[src/rtl/wt_cache_pkg.sv]
// Shared cache constants and the MSHR record used by the write-through dcache miss path.
package wt_cache_pkg;

   localparam int unsigned PLEN                = 34;
   localparam int unsigned CACHE_ID_WIDTH      = 3;
   localparam int unsigned DCACHE_OFFSET_WIDTH = 6;
   localparam int unsigned LINE_WIDTH          = PLEN - DCACHE_OFFSET_WIDTH;

   typedef struct packed {
      logic                      valid;
      logic [LINE_WIDTH-1:0]     line;
      logic [CACHE_ID_WIDTH-1:0] tid;
   } mshr_t;

   // Clears the offset bits so cacheable fills always start on a line boundary.
   function automatic logic [PLEN-1:0] line_align(input logic [PLEN-1:0] paddr);
      return {paddr[PLEN-1:DCACHE_OFFSET_WIDTH], {DCACHE_OFFSET_WIDTH{1'b0}}};
   endfunction

endpackage

[src/rtl/wt_dcache_miss_arb_rr_arb_tree.sv]
// Round-robin selector; the search starts at the port after the last one served.
module rr_arb_tree #(
   parameter int unsigned NumIn = 3,
   parameter int unsigned IdxW  = (NumIn > 1) ? $clog2(NumIn) : 1
) (
   input  logic             clk_i,
   input  logic             rst_i,
   input  logic [NumIn-1:0] req_i,
   input  logic             adv_i,
   output logic             gnt_vld_o,
   output logic [IdxW-1:0]  idx_o
);

   logic [IdxW-1:0] ptr_q;

   // Descending scan so the candidate closest to the pointer overwrites the others.
   always_comb begin
      gnt_vld_o = 1'b0;
      idx_o     = '0;
      for (int k = int'(NumIn) - 1; k >= 0; k--) begin
         if (req_i[(int'(ptr_q) + k) % int'(NumIn)]) begin
            gnt_vld_o = 1'b1;
            idx_o     = IdxW'((int'(ptr_q) + k) % int'(NumIn));
         end
      end
   end

   always_ff @(posedge clk_i or posedge rst_i) begin
      if (rst_i) begin
         ptr_q <= '0;
      end else if (adv_i && gnt_vld_o) begin
         ptr_q <= (idx_o == IdxW'(NumIn - 1)) ? '0 : idx_o + IdxW'(1);
      end
   end

endmodule

[src/rtl/wt_dcache_miss_arb.sv]
// Arbitrates dcache read misses onto one memory request port, tracking one MSHR per
// controller so a second miss to an outstanding line is bounced back for replay.
module wt_dcache_miss_arb
   import wt_cache_pkg::*;
#(
   parameter int unsigned NumPorts   = 3,
   parameter int unsigned RdTxIdBase = 1
) (
   input  logic                                     clk_i,
   input  logic                                     rst_i,
   input  logic [NumPorts-1:0]                      miss_req_i,
   output logic [NumPorts-1:0]                      miss_ack_o,
   output logic [NumPorts-1:0]                      miss_replay_o,
   input  logic [NumPorts-1:0][PLEN-1:0]            miss_paddr_i,
   input  logic [NumPorts-1:0]                      miss_nc_i,
   input  logic [NumPorts-1:0][2:0]                 miss_size_i,
   input  logic [NumPorts-1:0][CACHE_ID_WIDTH-1:0]  miss_id_i,
   output logic [NumPorts-1:0]                      miss_rtrn_vld_o,
   output logic                                     mem_req_o,
   input  logic                                     mem_gnt_i,
   output logic [PLEN-1:0]                          mem_paddr_o,
   output logic                                     mem_nc_o,
   output logic [2:0]                               mem_size_o,
   output logic [CACHE_ID_WIDTH-1:0]                mem_tid_o,
   input  logic                                     mem_rtrn_vld_i,
   input  logic [CACHE_ID_WIDTH-1:0]                mem_rtrn_tid_i
);

   localparam int unsigned IdxW = $clog2(NumPorts);

   if (NumPorts < 2 || NumPorts > 8) begin : g_bad_num_ports
      $error("NumPorts must be within 2..8");
   end
   if (RdTxIdBase + NumPorts > 2 ** CACHE_ID_WIDTH) begin : g_bad_tid_range
      $error("Port transaction ids do not fit in CACHE_ID_WIDTH");
   end

   typedef enum logic {IDLE, REQ} state_e;

   state_e                    state_q;
   mshr_t                     mshr_q [NumPorts];
   logic [IdxW-1:0]           port_q;
   logic [PLEN-1:0]           paddr_q;
   logic                      nc_q;
   logic [2:0]                size_q;
   logic [CACHE_ID_WIDTH-1:0] tid_q;
   logic                      mem_req_q;

   logic                      sel_vld;
   logic [IdxW-1:0]           sel_idx;
   logic [LINE_WIDTH-1:0]     sel_line;
   logic                      collide;
   logic                      select;
   logic                      alloc;

   rr_arb_tree #(
      .NumIn (NumPorts),
      .IdxW  (IdxW)
   ) i_rr_arb_tree (
      .clk_i     (clk_i),
      .rst_i     (rst_i),
      .req_i     (miss_req_i),
      .adv_i     (select),
      .gnt_vld_o (sel_vld),
      .idx_o     (sel_idx)
   );

   // Collision check reads the MSHRs before any same-cycle return clears them.
   always_comb begin
      sel_line = miss_paddr_i[sel_idx][PLEN-1:DCACHE_OFFSET_WIDTH];
      collide  = 1'b0;
      for (int i = 0; i < int'(NumPorts); i++) begin
         if (mshr_q[i].valid && (mshr_q[i].line == sel_line)) begin
            collide = 1'b1;
         end
      end
      select = (state_q == IDLE) && sel_vld;
      alloc  = select && !collide;

      miss_replay_o = '0;
      if (select && collide) begin
         miss_replay_o[sel_idx] = 1'b1;
      end

      miss_ack_o = '0;
      if ((state_q == REQ) && mem_gnt_i) begin
         miss_ack_o[port_q] = 1'b1;
      end

      miss_rtrn_vld_o = '0;
      for (int i = 0; i < int'(NumPorts); i++) begin
         miss_rtrn_vld_o[i] = mem_rtrn_vld_i && mshr_q[i].valid && (mshr_q[i].tid == mem_rtrn_tid_i);
      end
   end

   // Return clears come first so an allocation on the same edge takes precedence.
   always_ff @(posedge clk_i or posedge rst_i) begin
      if (rst_i) begin
         state_q   <= IDLE;
         port_q    <= '0;
         paddr_q   <= '0;
         nc_q      <= 1'b0;
         size_q    <= '0;
         tid_q     <= '0;
         mem_req_q <= 1'b0;
         for (int i = 0; i < int'(NumPorts); i++) begin
            mshr_q[i] <= '0;
         end
      end else begin
         for (int i = 0; i < int'(NumPorts); i++) begin
            if (miss_rtrn_vld_o[i]) begin
               mshr_q[i].valid <= 1'b0;
            end
         end
         case (state_q)
            IDLE: begin
               if (alloc) begin
                  port_q    <= sel_idx;
                  paddr_q   <= miss_nc_i[sel_idx] ? miss_paddr_i[sel_idx]
                                                  : line_align(miss_paddr_i[sel_idx]);
                  nc_q      <= miss_nc_i[sel_idx];
                  size_q    <= miss_size_i[sel_idx];
                  tid_q     <= miss_id_i[sel_idx];
                  mem_req_q <= 1'b1;
                  state_q   <= REQ;
               end
            end
            REQ: begin
               if (mem_gnt_i) begin
                  mshr_q[port_q].valid <= 1'b1;
                  mshr_q[port_q].line  <= paddr_q[PLEN-1:DCACHE_OFFSET_WIDTH];
                  mshr_q[port_q].tid   <= tid_q;
                  mem_req_q            <= 1'b0;
                  state_q              <= IDLE;
               end
            end
            default: state_q <= IDLE;
         endcase
      end
   end

   assign mem_req_o   = mem_req_q;
   assign mem_paddr_o = paddr_q;
   assign mem_nc_o    = nc_q;
   assign mem_size_o  = size_q;
   assign mem_tid_o   = tid_q;

endmodule

[config.mk]
export PLATFORM = sky130hd
export DESIGN_NAME = wt_dcache_miss_arb
export DESIGN_NICKNAME = d
export VERILOG_FILES = /design/src/rtl/wt_cache_pkg.sv /design/src/rtl/wt_dcache_miss_arb_rr_arb_tree.sv /design/src/rtl/wt_dcache_miss_arb.sv
export SDC_FILE = /design/constraint.sdc
export NUM_CORES = 1
export LEC_CHECK = 0
export CAP_MARGIN = 20
export CORE_MARGIN = 2
export CORE_UTILIZATION = 35
export DETAILED_ROUTE_END_ITERATION = 12
export MAX_ROUTING_LAYER = met4
export PLACE_DENSITY_LB_ADDON = 0.08
export SLEW_MARGIN = 0
export SYNTH_ARGS = -nofsm -noshare
export SYNTH_HDL_FRONTEND = slang
export SYNTH_HIERARCHICAL = 1
export SYNTH_SLANG_ARGS = --single-unit
[constraint.sdc]
create_clock -name clk_i -period 6.1 [get_ports clk_i]
set_input_delay 1.22 -clock clk_i [delete_from_list [all_inputs] [get_ports clk_i]]
set_output_delay 1.22 -clock clk_i [all_outputs]
set_load 0.01 [all_outputs]
---- Word level (Yosys, flattened, before mapping) ----
Cells that the tools add are included.
operators by class
  $add $sub $neg .......................... 3
  $mul .................................... 0
  div/mod/pow operators ................... 3
  magnitude comparators ................... 9
  equal/unequal tests ..................... 9
  shifts and indexed selects .............. 0
  multiplexer cells ....................... 54
  bitwise operators ....................... 2
  reductions and logical operators ........ 21
operators by type and width
  kind                                                         count
  bitwise mux 96 bit                                           3
  demux 32 bit (select 2 bit)                                  3
  two-way mux 96 bit                                           2
  less-than comparator 32 x 4 -> 1 bit, second input constant  3
  equality test 28 bit                                         3
  binary-select mux 34 bit (select 2 bit)                      1
  remainder unit 32 x 3 -> 32 bit, second input constant       2
  two-way mux 34 bit                                           1
  remainder unit 3 x 3 -> 32 bit, second input constant        1
  two-way mux 32 bit                                           1
  two-way mux 31 bit                                           1
  two-way mux 1 bit                                            22
  logical AND 1 bit                                            17
  two-way mux 3 bit                                            5
  binary-select mux 3 bit (select 2 bit)                       2
  equality test 3 bit                                          3
  binary-select mux 1 bit (select 2 bit)                       4
  two-way mux 2 bit                                            4
  less-than comparator 2 x 3 -> 1 bit, second input constant   2
  two-way mux 6 bit                                            1
  AND reduction 2 bit                                          3
  demux 1 bit (select 2 bit)                                   2
  >= comparator 2 x 1 -> 1 bit, second input constant          2
  inequality test 2 bit, second input constant                 2
  10 further kinds                                             11
word-level totals
  register bits ........................... 143
  bits in latches ......................... 0
  memory bits (writable) .................. 0
  memory bits (read-only) ................. 0
  input port bits ......................... 133
  output and inout bits ................... 51
  logic and storage cells ................. 118
  memories ................................ 0

---- Depth between registers and ports, before layout ----
  depth in word-level cells ............... 19
  mapped depth ............................ 19
  mapped depth without buffers ............ 13

---- Hierarchy ----
Netlist, hierarchy kept.
by module, submodules not included
  module              instances  cells an instance  area an instance (um2)  seq. area each (um2)
  wt_dcache_miss_arb  1          862                8257.9                  3528.4
  rr_arb_tree         1          39                 320.3                   50.0

---- Worst setup path before layout ----
Ideal clock, no wire load.
  kind .................................... input to output
  from .................................... input port miss_req_i[2]
  to ...................................... output port miss_replay_o[2]
  arrival ................................. 4043 ps
  required time ........................... 4880 ps
  setup slack ............................. 837 ps
  stages .................................. 13
  path buffers ............................ 2
  cells stage by stage .................... nand2_1 o211a_1 a21oi_1 buf_4 buf_6 mux2i_1 nor3_1 or4_1 nor4_1 nand4_1 or4_1 nand3_1 and4b_1
on the way
  longest elaborated chain between the ends .. 15
  elaborated cells between the ends (all ways) .. 34
  those cells by class .................... 2 x order compare; 3 x eq/ne; 23 x mux; 6 x reduce/logical
RTL lines
  item                                                  RTL line                              source
  start, declared                                       wt_dcache_miss_arb.sv:11              input logic [NumPorts-1:0] miss_req_i,
  binary-select mux 1 bit (select 2 bit)                wt_dcache_miss_arb_rr_arb_tree.sv:21  if (req_i[(int'(ptr_q) + k) % int'(NumIn)]) begin
  two-way mux 1 bit (implied by the code) (2 in a row)  wt_dcache_miss_arb_rr_arb_tree.sv:21
  two-way mux 2 bit (2 in a row)                        wt_dcache_miss_arb_rr_arb_tree.sv:21
  two-way mux 2 bit *                                   wt_dcache_miss_arb_rr_arb_tree.sv:21
  via sel_idx[1]                                        wt_dcache_miss_arb.sv:50              logic [IdxW-1:0] sel_idx;
  binary-select mux 34 bit (select 2 bit)               wt_dcache_miss_arb.sv:70              sel_line = miss_paddr_i[sel_idx][PLEN-1:DCACHE_OFFSET_WIDTH];
  two-way mux 34 bit (implied by the code)              wt_dcache_miss_arb.sv:70
  equality test 28 bit                                  wt_dcache_miss_arb.sv:73              if (mshr_q[i].valid && (mshr_q[i].line == sel_line)) begin
  logical AND 1 bit                                     wt_dcache_miss_arb.sv:73
  two-way mux 1 bit (3 in a row)                        wt_dcache_miss_arb.sv:73
  logical AND 1 bit                                     wt_dcache_miss_arb.sv:81              if (select && collide) begin
  two-way mux 3 bit *                                   wt_dcache_miss_arb.sv:81
  end, declared                                         wt_dcache_miss_arb.sv:13              output logic [NumPorts-1:0] miss_replay_o,
The timed path passes the listed nets; every way through them passes the cells marked *. The select of a mux whose other input is x is not followed.

---- Final worst setup path ----
  from .................................... input port miss_req_i[1]
  to ...................................... register mem_req_q (netlist: mem_req_o)
on the way
  longest elaborated chain between the ends .. 17
  elaborated cells between the ends (all ways) .. 31
  those cells by class .................... 4 x eq/ne; 20 x mux; 7 x reduce/logical
RTL lines
  item                                                  RTL line                              source
  binary-select mux 1 bit (select 2 bit)                wt_dcache_miss_arb_rr_arb_tree.sv:21
  two-way mux 1 bit (implied by the code) (2 in a row)  wt_dcache_miss_arb_rr_arb_tree.sv:21
  two-way mux 2 bit (2 in a row)                        wt_dcache_miss_arb_rr_arb_tree.sv:21
  two-way mux 2 bit *                                   wt_dcache_miss_arb_rr_arb_tree.sv:21
  via sel_idx[0]                                        wt_dcache_miss_arb.sv:50
  binary-select mux 34 bit (select 2 bit) *             wt_dcache_miss_arb.sv:70
  two-way mux 34 bit (implied by the code) *            wt_dcache_miss_arb.sv:70
  equality test 28 bit                                  wt_dcache_miss_arb.sv:73
  logical AND 1 bit                                     wt_dcache_miss_arb.sv:73
  two-way mux 1 bit (2 in a row)                        wt_dcache_miss_arb.sv:73
  two-way mux 1 bit *                                   wt_dcache_miss_arb.sv:73
  logical NOT 1 bit *                                   wt_dcache_miss_arb.sv:78              alloc = select && !collide;
  logical AND 1 bit *                                   wt_dcache_miss_arb.sv:78
  inequality test 2 bit (no line) *                     -
  AND reduction 2 bit (no line) *                       -
  end signal, assigned                                  wt_dcache_miss_arb.sv:105             mem_req_q <= 1'b0;
  end signal, assigned                                  wt_dcache_miss_arb.sv:124             mem_req_q <= 1'b1;
  end signal, assigned                                  wt_dcache_miss_arb.sv:133             mem_req_q <= 1'b0;
  end, declared                                         wt_dcache_miss_arb.sv:47              logic mem_req_q;
Marks and branches as above.
A chain may end at the register's enable or synchronous reset.

==> impl_metrics.csv <==
group,metric,value,unit
outcome,status,"finished, final reports clean",
floorplanning,dieHeight,161,µm
placed_design,gp_congestion,0.977,
yosys,ys_seq_area_share,41.7,%
floorplanning,dieArea,0.0258,mm²
routing,wl_met1,17500,µm
worst_setup_path,r2r_slack,0.49,ns
global_route,grt_pass1_vias,8312,
worst_setup_path,cpPeakStageDelay,0.48,ns
routing,drt_pre_antenna_iters,7,
routing,drt-initial-drc-count,708,
placed_design,io_buffers,183,
yosys,synth_xor_area_share,5.11,%
global_route,grt_pass1_wl,54100,µm
yosys,synth-edff-count,0,
final_layout,syn2layout_area_growth,51.2,%
routing,top_layer,"met4",
worst_setup_path,r2r_start,"i_rr_arb_tree/ptr_q[0]$_DFFE_PP0P_",
global_route,grt_use_total,29.1,%
worst_setup_path,worstPathArrival,6.29,ns
yosys,synthSimpleGateAreaFrac,17.5,%
timing,hold_viol,0,
worst_setup_path,critPathMostFrequentCell,"buf_4",
pwr,clkPwrFrac,14.1,%
yosys,synthMuxAreaShare,15.6,%
timing,drv_slew,0,
placed_design,dp_hpwl,28300,µm
timing,worst_slack,0.136,ns
pwr,p_leak,0.00574,µW
clock_tree,clock_latency,0.44,ns
final_layout,drive_above_1_share,26.0,%
timing,skew,0.0137,ns
worst_setup_path,crit_slowest_cell,"clkdlybuf4s50_1",
global_route,gr-total-overflow,0,
pwr,peakVddDrop,0.000247,V
worst_setup_path,endpoint_kind,"flip-flop",
clock_tree,clock_sinks,143,
routing,wl_met3,2310,µm
timing,fin_crit_sh,97.8,%
pwr,power.density,573,mW/mm²
hold_path,holdPathStages,2,
timing,worstMarginPinSlew,0.822,ns
yosys,synth_top_family_by_area,"simple AND/OR/NAND/NOR gates",
routing,wl,37000,µm
hold_path,hold_class,"flip-flop to flip-flop",
timing,fmax,168,MHz
floorplanning,start_util,35.5,%
yosys,synth.area.top_cells,"dfrtp_1, nand2_1, mux2i_1",
final_layout,nFillCells,2257,
clock_tree,clockBufferDepth,2,
floorplanning,rows,57,
yosys,synth_cell_types,73,
pwr,p_sw,3210,µW
routing,wl_met2,16600,µm
yosys,syn_area,0.00858,mm²
routing,vias,8478,
worst_setup_path,critical_path_class,"input pin to flip-flop",
yosys,synth.most_common_cell,"nand2_1",
placed_design,place_ws,-0.594,ns
final_layout,final_nets,1378,
final_layout,n_antenna_cell,0,
routing,drc,0,
routing,detail-route-antenna-nets,0,
yosys,synth_area_leader_cell,"dfrtp_1",
clock_tree,hold_buffers,0,
pwr,internal-power,4230,µW
worst_setup_path,startpoint_type,"input pin",
run,drv_cap,0,
yosys,synth_nets,1037,
worst_setup_path,cp_max_fo,12,
yosys,synthArstFlopShare,100,%
yosys,synth_compound_area_share,14.4,%
timing,finalSetupViolCount,0,
floorplanning,ioPinCount,184,
yosys,yosysTopAreaCellShare,41.7,%
clock_tree,cts_tree,"built",
worst_setup_path,worstPathRequired,6.42,ns
pwr,combPwrFrac,59.5,%
worst_setup_path,timing.rr.end,"mem_req_o$_DFFE_PP0P_",
yosys,yosysWarningCount,6,
final_layout,finalCoreUtilization,53.6,%
timing,period_needed,5.96,ns
clock_tree,htreeDepth,4,
floorplanning,design.core.area,0.0242,mm²
routing,post_drt_wl_per_cell,23.5,µm
pwr,seqPwrFrac,26.5,%
global_route,grt_max_degree,64,
timing,tns,0,ns
yosys,synth_area_per_cell,9.52,µm²
yosys,synth_seq_cells,143,
yosys,synthAdderAreaFrac,0.438,%
worst_setup_path,startpoint,"miss_req_i[1]",
timing,relSlewSlack,45.1,%
routing,avgViaCountPerCell,5.37,
yosys,synth_common_cells,"nand2_1, dfrtp_1, mux2i_1",
yosys,syn-instance-count,901,
yosys,synth_ff_type,"dfrtp_1",
clock_tree,cts_buffers,17,
global_route,antenna_found_initial,0,
clock_tree,clk_pin_slew_worst_paths,0.07,ns
worst_setup_path,worstRegToRegCells,30,
floorplanning,die_w,161,µm
clock_tree,cts_root_buffer,"clkbuf_16",
pwr,netSwitchingFraction,43.1,%
## through the flow
step	hold WS (ns)	total power (µW)	std cells	cell area (µm²)
floorplan	0.466	3980	901	8580
global placement	0.466	5980	1519	11800
detailed placement	0.471	5960	1519	11800
CTS	0.492	7160	1567	12700
global route	0.503	7810	1578	13000
finish	0.496	7440	1578	13000
## cells by family (layout without fill, tap and decap cells)
kind of cell / after synthesis / in the layout
xor gates and xnor gates: 50 / 50
AOI/OAI and AO/OA: 170 / 170
adders and majority gates: 3 / 3
buffers and inverters: 101 / 454
and+or+nand+nor: 318 / 318
DFF: 143 / 143
muxes: 116 / 116
## final cells by class
| type | instances | area (µm²) | share of cell area [%] |
|---|---|---|---|
| Clock buffer | 17 | 425 | 3.28 |
| Multi-Input combinational cell | 657 | 4820 | 37.2 |
| Sequential cell | 143 | 3580 | 27.6 |
| Timing Repair Buffer | 366 | 3360 | 25.9 |
| Tap cell | 324 | 405 | 3.13 |
| Inverter | 57 | 219 | 1.69 |
| Clock inverter | 14 | 153 | 1.18 |
## how the worst max path moves through the flow
stage / end
floorplan: miss_replay_o[2]
global placement: miss_replay_o[2]
detailed placement: miss_replay_o[2]
CTS: mem_paddr_o[30]$_DFFE_PP0P_
global route: mem_paddr_o[29]$_DFFE_PP0P_
finish: mem_req_o$_DFFE_PP0P_
## power groups by stage
stage	clock network [µW]	logic [µW]	registers, µW
after floorplan	0	2180	1800
after global placement	0	4020	1960
after detailed placement	0	4000	1960
after CTS	1060	4140	1950
after global routing	1110	4690	2020
final	1050	4420	1970
## placed cells by master (no fill, tap or decap), drive strengths merged, types with 20 or more instances in the layout
cell,n
buf,181
clkbuf,20
clkdlybuf4s50,179
dfrtp,143
inv,64
mux2,58
mux2i,58
nand2,163
nand4,23
nor2,21
nor3,50
nor4,21
o21ai,47
o22ai,24
xnor2,31
## worst max-delay path: cells and delay by family
kind | cells | cell delay (ns)
buffers and inverters | 19 | 2.90
AOI/OAI and AO/OA | 5 | 1.09
and+or+nand+nor | 5 | 1.07
## routing by layer
layer  up-vias  track usage, %
met5         -               -
met4         0            7.53
met3        39            4.78
met2       335            43.3
met1      4166            41.2
li1       3938               -
## timing repair
action	in CTS	in global routing
buffers inserted	16	9
setup endpoints to repair	3	47
gates resized for setup	32	33
hold endpoints to repair	0	0
gates cloned	1	3
pin swaps	5	11
Note: power is estimated with default switching activity, not from simulation.
